--- src/rtl/arbitrate.sv ---
// ---------------------------------------------------------------------------
// arbitrate
//   Round-robin arbiter with an optional burst length. Shares one stb/rdy
//   sink between N stb/rdy requesters. Each accepted word is tagged with its
//   source index and presented as {index, data} from a registered output
//   stage: one cycle of latency, one word per cycle at full throughput.
//   A channel may win up to B consecutive transfers before the priority
//   pointer rotates past it, so no requester starves.
//
// Parameters
//   W  data width per channel
//   N  number of requesters (N >= 2, any value, not only powers of two)
//   B  max consecutive grants to one channel before rotation (B >= 1)
//
// Ports
//   clk    clock
//   rst    synchronous, active-high reset
//   s_stb  per-channel strobe
//   s_dat  per-channel data, channel i in bits [i*W +: W]
//   s_rdy  per-channel ready, at most one bit set (combinational)
//   m_rdy  downstream ready
//   m_stb  output valid
//   m_dat  {index, data}, index in the MSBs
// ---------------------------------------------------------------------------
module arbitrate #(
    parameter int W = 8,
    parameter int N = 2,
    parameter int B = 1
) (
    input  logic                   clk,
    input  logic                   rst,
    input  logic [N-1:0]           s_stb,
    input  logic [N*W-1:0]         s_dat,
    output logic [N-1:0]           s_rdy,
    input  logic                   m_rdy,
    output logic                   m_stb,
    output logic [$clog2(N)+W-1:0] m_dat
);
    localparam int IW = $clog2(N);
    localparam int CW = $clog2(B + 1);
    localparam logic [IW-1:0] LAST = IW'(N - 1);
    localparam logic [CW-1:0] CMAX = CW'(B - 1);

    logic [IW-1:0] ptr;
    logic [CW-1:0] cnt;
    logic [IW-1:0] g;
    logic          any;
    logic          load;
    logic          xfer;
    logic [CW-1:0] c_eff;
    logic [W-1:0]  dat_sel;

    // Search ptr, ptr+1, ... with an explicit wrap at N-1 so that a
    // non-power-of-two N never lands on a nonexistent channel.
    always_comb begin : grant_search
        int            idx;
        logic [IW-1:0] cand;
        g    = ptr;
        any  = 1'b0;
        idx  = 0;
        cand = '0;
        for (int k = 0; k < N; k++) begin
            idx = int'(ptr) + k;
            if (idx >= N) begin
                idx = idx - N;
            end
            cand = IW'(idx);
            if (!any && s_stb[cand]) begin
                any = 1'b1;
                g   = cand;
            end
        end
    end

    assign load = ~m_stb | m_rdy;
    // The winner always has its strobe up, so a grant is a transfer.
    assign xfer = load & any & ~rst;

    always_comb begin
        s_rdy = '0;
        if (xfer) begin
            s_rdy[g] = 1'b1;
        end
    end

    // A grant that is not the current burst owner starts a fresh count;
    // this is what forfeits a burst when the owner drops its strobe.
    assign c_eff   = (g == ptr) ? cnt : '0;
    assign dat_sel = s_dat[int'(g)*W +: W];

    // Output register stage
    always_ff @(posedge clk) begin
        if (rst) begin
            m_stb <= 1'b0;
            m_dat <= '0;
            ptr   <= '0;
            cnt   <= '0;
        end else begin
            if (xfer) begin
                m_stb <= 1'b1;
                m_dat <= {g, dat_sel};
                if (c_eff == CMAX) begin
                    ptr <= (g == LAST) ? '0 : g + 1'b1;
                    cnt <= '0;
                end else begin
                    ptr <= g;
                    cnt <= c_eff + 1'b1;
                end
            end else if (m_stb & m_rdy) begin
                m_stb <= 1'b0;
            end
        end
    end

endmodule

--- config.mk ---
export PLATFORM = sky130hd
export DESIGN_NAME = arbitrate
export DESIGN_NICKNAME = d
export VERILOG_FILES = /design/src/rtl/arbitrate.sv
export SDC_FILE = /design/constraint.sdc
export NUM_CORES = 1
export LEC_CHECK = 0
export ABC_AREA = 1
export CAP_MARGIN = 20
export CORE_MARGIN = 2
export CORE_UTILIZATION = 36
export CTS_CLUSTER_SIZE = 28
export DETAILED_ROUTE_END_ITERATION = 8
export PLACE_DENSITY_LB_ADDON = 0.2
export SYNTH_ARGS = -nofsm -noshare
export SYNTH_HDL_FRONTEND = slang
export SYNTH_SLANG_ARGS = --single-unit
--- constraint.sdc ---
create_clock -name clk -period 1.09 [get_ports clk]
set_input_delay 0.218 -clock clk [delete_from_list [all_inputs] [get_ports clk]]
set_output_delay 0.218 -clock clk [all_outputs]
set_load 0.1 [all_outputs]
==> flow_metrics.tcl <==
set metrics [dict create \
    grt_pass1_vias 678 \
    p_comb_share_pct 48.3 \
    die-height_um 43.4 \
    ys_ff_latch 11 \
    clock_skew_ns 0.00497 \
    drc 0 \
    clk_pin_slew_ns 0.08 \
    worstSetupPathType "flip-flop to primary output" \
    grt_overflow_total 0 \
    first_pass_iters 4 \
    power_density_mw_per_mm2 1170 \
    worst_setup_path_start_kind "flip-flop" \
    slew_viol_final 0 \
    drive_above_1_share_pct 49.3 \
    multi_input_area_um2 344 \
    drtAntennaViolNets 0 \
    viasPerCell 4.88 \
    synthCells 85 \
    max-vdd-ir-drop_mv 0.855 \
    synthToLayoutAreaGrowth_pct 127 \
    clk_latency_ns 0.28 \
    finalSetupViolCount 13 \
    seq_area_frac_synth_pct 39.4 \
    core_area_mm2 0.00149 \
    violations "setup timing" \
    io_buffer_count 32 \
    rows 14 \
    arrival_ns 1.32 \
    cts_buffer_depth 2 \
    dieArea_mm2 0.00188 \
    crit_required_ns 0.87 \
    wl_um 2130 \
    syn_area_per_cell_um2 6.58 \
    worst_slack_ns -0.451 \
    cts_tree "done" \
    dp_hpwl_um 1300 \
    end_kind "primary output" \
    synth_enable_flop_cells 0 \
    cts_max_level 1 \
    grt_pass1_wl_um 2860 \
    met3_usage_pct 2.92 \
    pwr-share-seq_pct 31.7 \
    top_usage_layer "met2" \
    clockPowerShare_pct 20.0 \
    finalNetCount 160 \
    final_core_util_pct 85.1 \
    grtUsageMet1_pct 23.3 \
    dp_slack_ns -0.567 \
    via_count 751 \
    switching_power_uw 601 \
    initial_utilization_pct 37.6 \
    hp-class "flip-flop to flip-flop" \
    finalCriticalPeriod_ns 1.54 \
    cts_root_buf "clkbuf_4" \
    grt_use_total_pct 20.3 \
    postSynth.asyncResetShare_pct 0 \
    tns_ns -2.46 \
    fmax_ghz 0.649 \
    place.gp.congestion 0.775 \
    synthTopCellsByCount "nand2_1 (35), dfxtp_1 (11), nand3_1 (9), a21oi_1 (6), inv_1 (6)" \
    p_int_uw 878 \
    yosysMostFrequentCell "nand2_1" \
    power_mw 1.48 \
    syn_nets 106 \
    grt_util_met2_pct 36.7 \
    n_fill_cell 73 \
    io_pins 33 \
    antenna_found_initial 0 \
    grt_start_max_net_pins 10 \
    rsz0062_at_grt "yes" \
    maxCapViolCount 0 \
    ys.flop_type "dfxtp_1" \
    worst_slew_pin_slew_ns 0.233 \
    yosys.area.top_type_share_pct 39.4 \
    cp_max_fo 3 \
    slew_headroom_pct 84.4 \
    synth_area_um2 559 \
    cts.sinks 11 \
    synth.distinct_cells 14 \
    p_leak_nw 0.578 \
    yosys_warnings 0 \
    synth_top_cell_by_area "dfxtp_1" \
    switching_share_pct 40.6 \
    drt_iter0_markers 11 \
    outcome "complete, but fails checks" \
    post-route-period-util_pct 141 \
    timing.hold.ws_ns 0.481 \
    synthTopCellsByArea "dfxtp_1 (39%), nand2_1 (23%), nand3_1 (8.1%)" \
    regArea_um2 235 \
    ctsHoldBuffers 0 \
    cts_buffers 3 \
    die_x_um 43.4 \
    final_hold_viol_count 0 \
    wl_per_cell_um 13.8 \
    diodes 0 \
]
through the flow:
| stage | cells | area, um2 |
|---|---|---|
| 2_1_floorplan | 85 | 596 |
| 3_3_place_gp | 143 | 1130 |
| 3_5_place_dp | 143 | 1130 |
| 4_1_cts | 150 | 1180 |
| 5_1_grt | 154 | 1270 |
| 6_report | 154 | 1270 |
layer usage:
layer	part of all wire, %	vias to the layer above
met4	4.7	0
met1	37	341
li1	-	370
met2	53	29
met5	0	-
met3	5.0	11
final timing paths:
path	start	end	slack, ns	cells after the start
max reg2reg	m_stb	m_dat[3]	-0.18	9
max	m_stb	s_rdy[0]	-0.45	8
min reg2reg	m_dat[4]	m_dat[4]	0.48	2
min	m_dat[4]	m_dat[4]	0.48	2
worst max-delay path, cell delays in order, from the launching register on:
cell and delay [ns]:
dfxtp_4 0.36, inv_4 0.04, nor2_4 0.11, nor2_4 0.06, nand2_4 0.09, inv_4 0.05
nand2_4 0.06, clkinvlp_4 0.10, buf_12 0.17
flip-flops by register name (all words and copies together), names as in the netlist:
name / cells
m_dat: 9
ptr: 1
m_stb: 1
logic make-up (layout without fill, tap and decap cells):
kind of cell	after synthesis	after routing	synth area share, %
DFF	11	11	39.4
and+or+nand+nor	55	55	42.5
AOI/OAI and AO/OA	9	9	9.40
buffers and inverters	10	63	8.73
layout by cell type, fill, tap and decap left out, types with 4 or more instances in the layout:
cell type	n
nand2_1	28
clkdlybuf4s50_1	17
buf_4	13
buf_12	12
nand3_1	9
dfxtp_2	9
nand2_2	8
buf_6	6
a21oi_1	5
inv_1	4
what timing repair did:
action | 4_1_cts | 5_1_grt
endpoints found under the hold margin | 0 | 0
pin swaps | 3 | 2
setup buffers | 3 | 4
gates resized for setup | 5 | 18
endpoints found under the setup margin | 14 | 14
cell type report:
| cell class | count | area share, % |
|---|---|---|
| timing repair buffer | 51 | 47.5 |
| clock buffer | 3 | 1.78 |
| clock inverter | 1 | 0.395 |
| tap | 16 | 1.58 |
| multi-input combinational | 64 | 27.1 |
| inverter | 8 | 3.06 |
| sequential | 11 | 18.6 |
power by group through the flow:
stage | sequential [mW] | clock, mW | combinational [mW]
2_1_floorplan | 0.646 | 0 | 0.188
4_1_cts | 0.464 | 0.301 | 0.661
3_3_place_gp | 0.472 | 0 | 0.637
6_report | 0.468 | 0.296 | 0.715
3_5_place_dp | 0.473 | 0 | 0.648
5_1_grt | 0.472 | 0.317 | 0.747
Power figures use the tool's default switching activity.
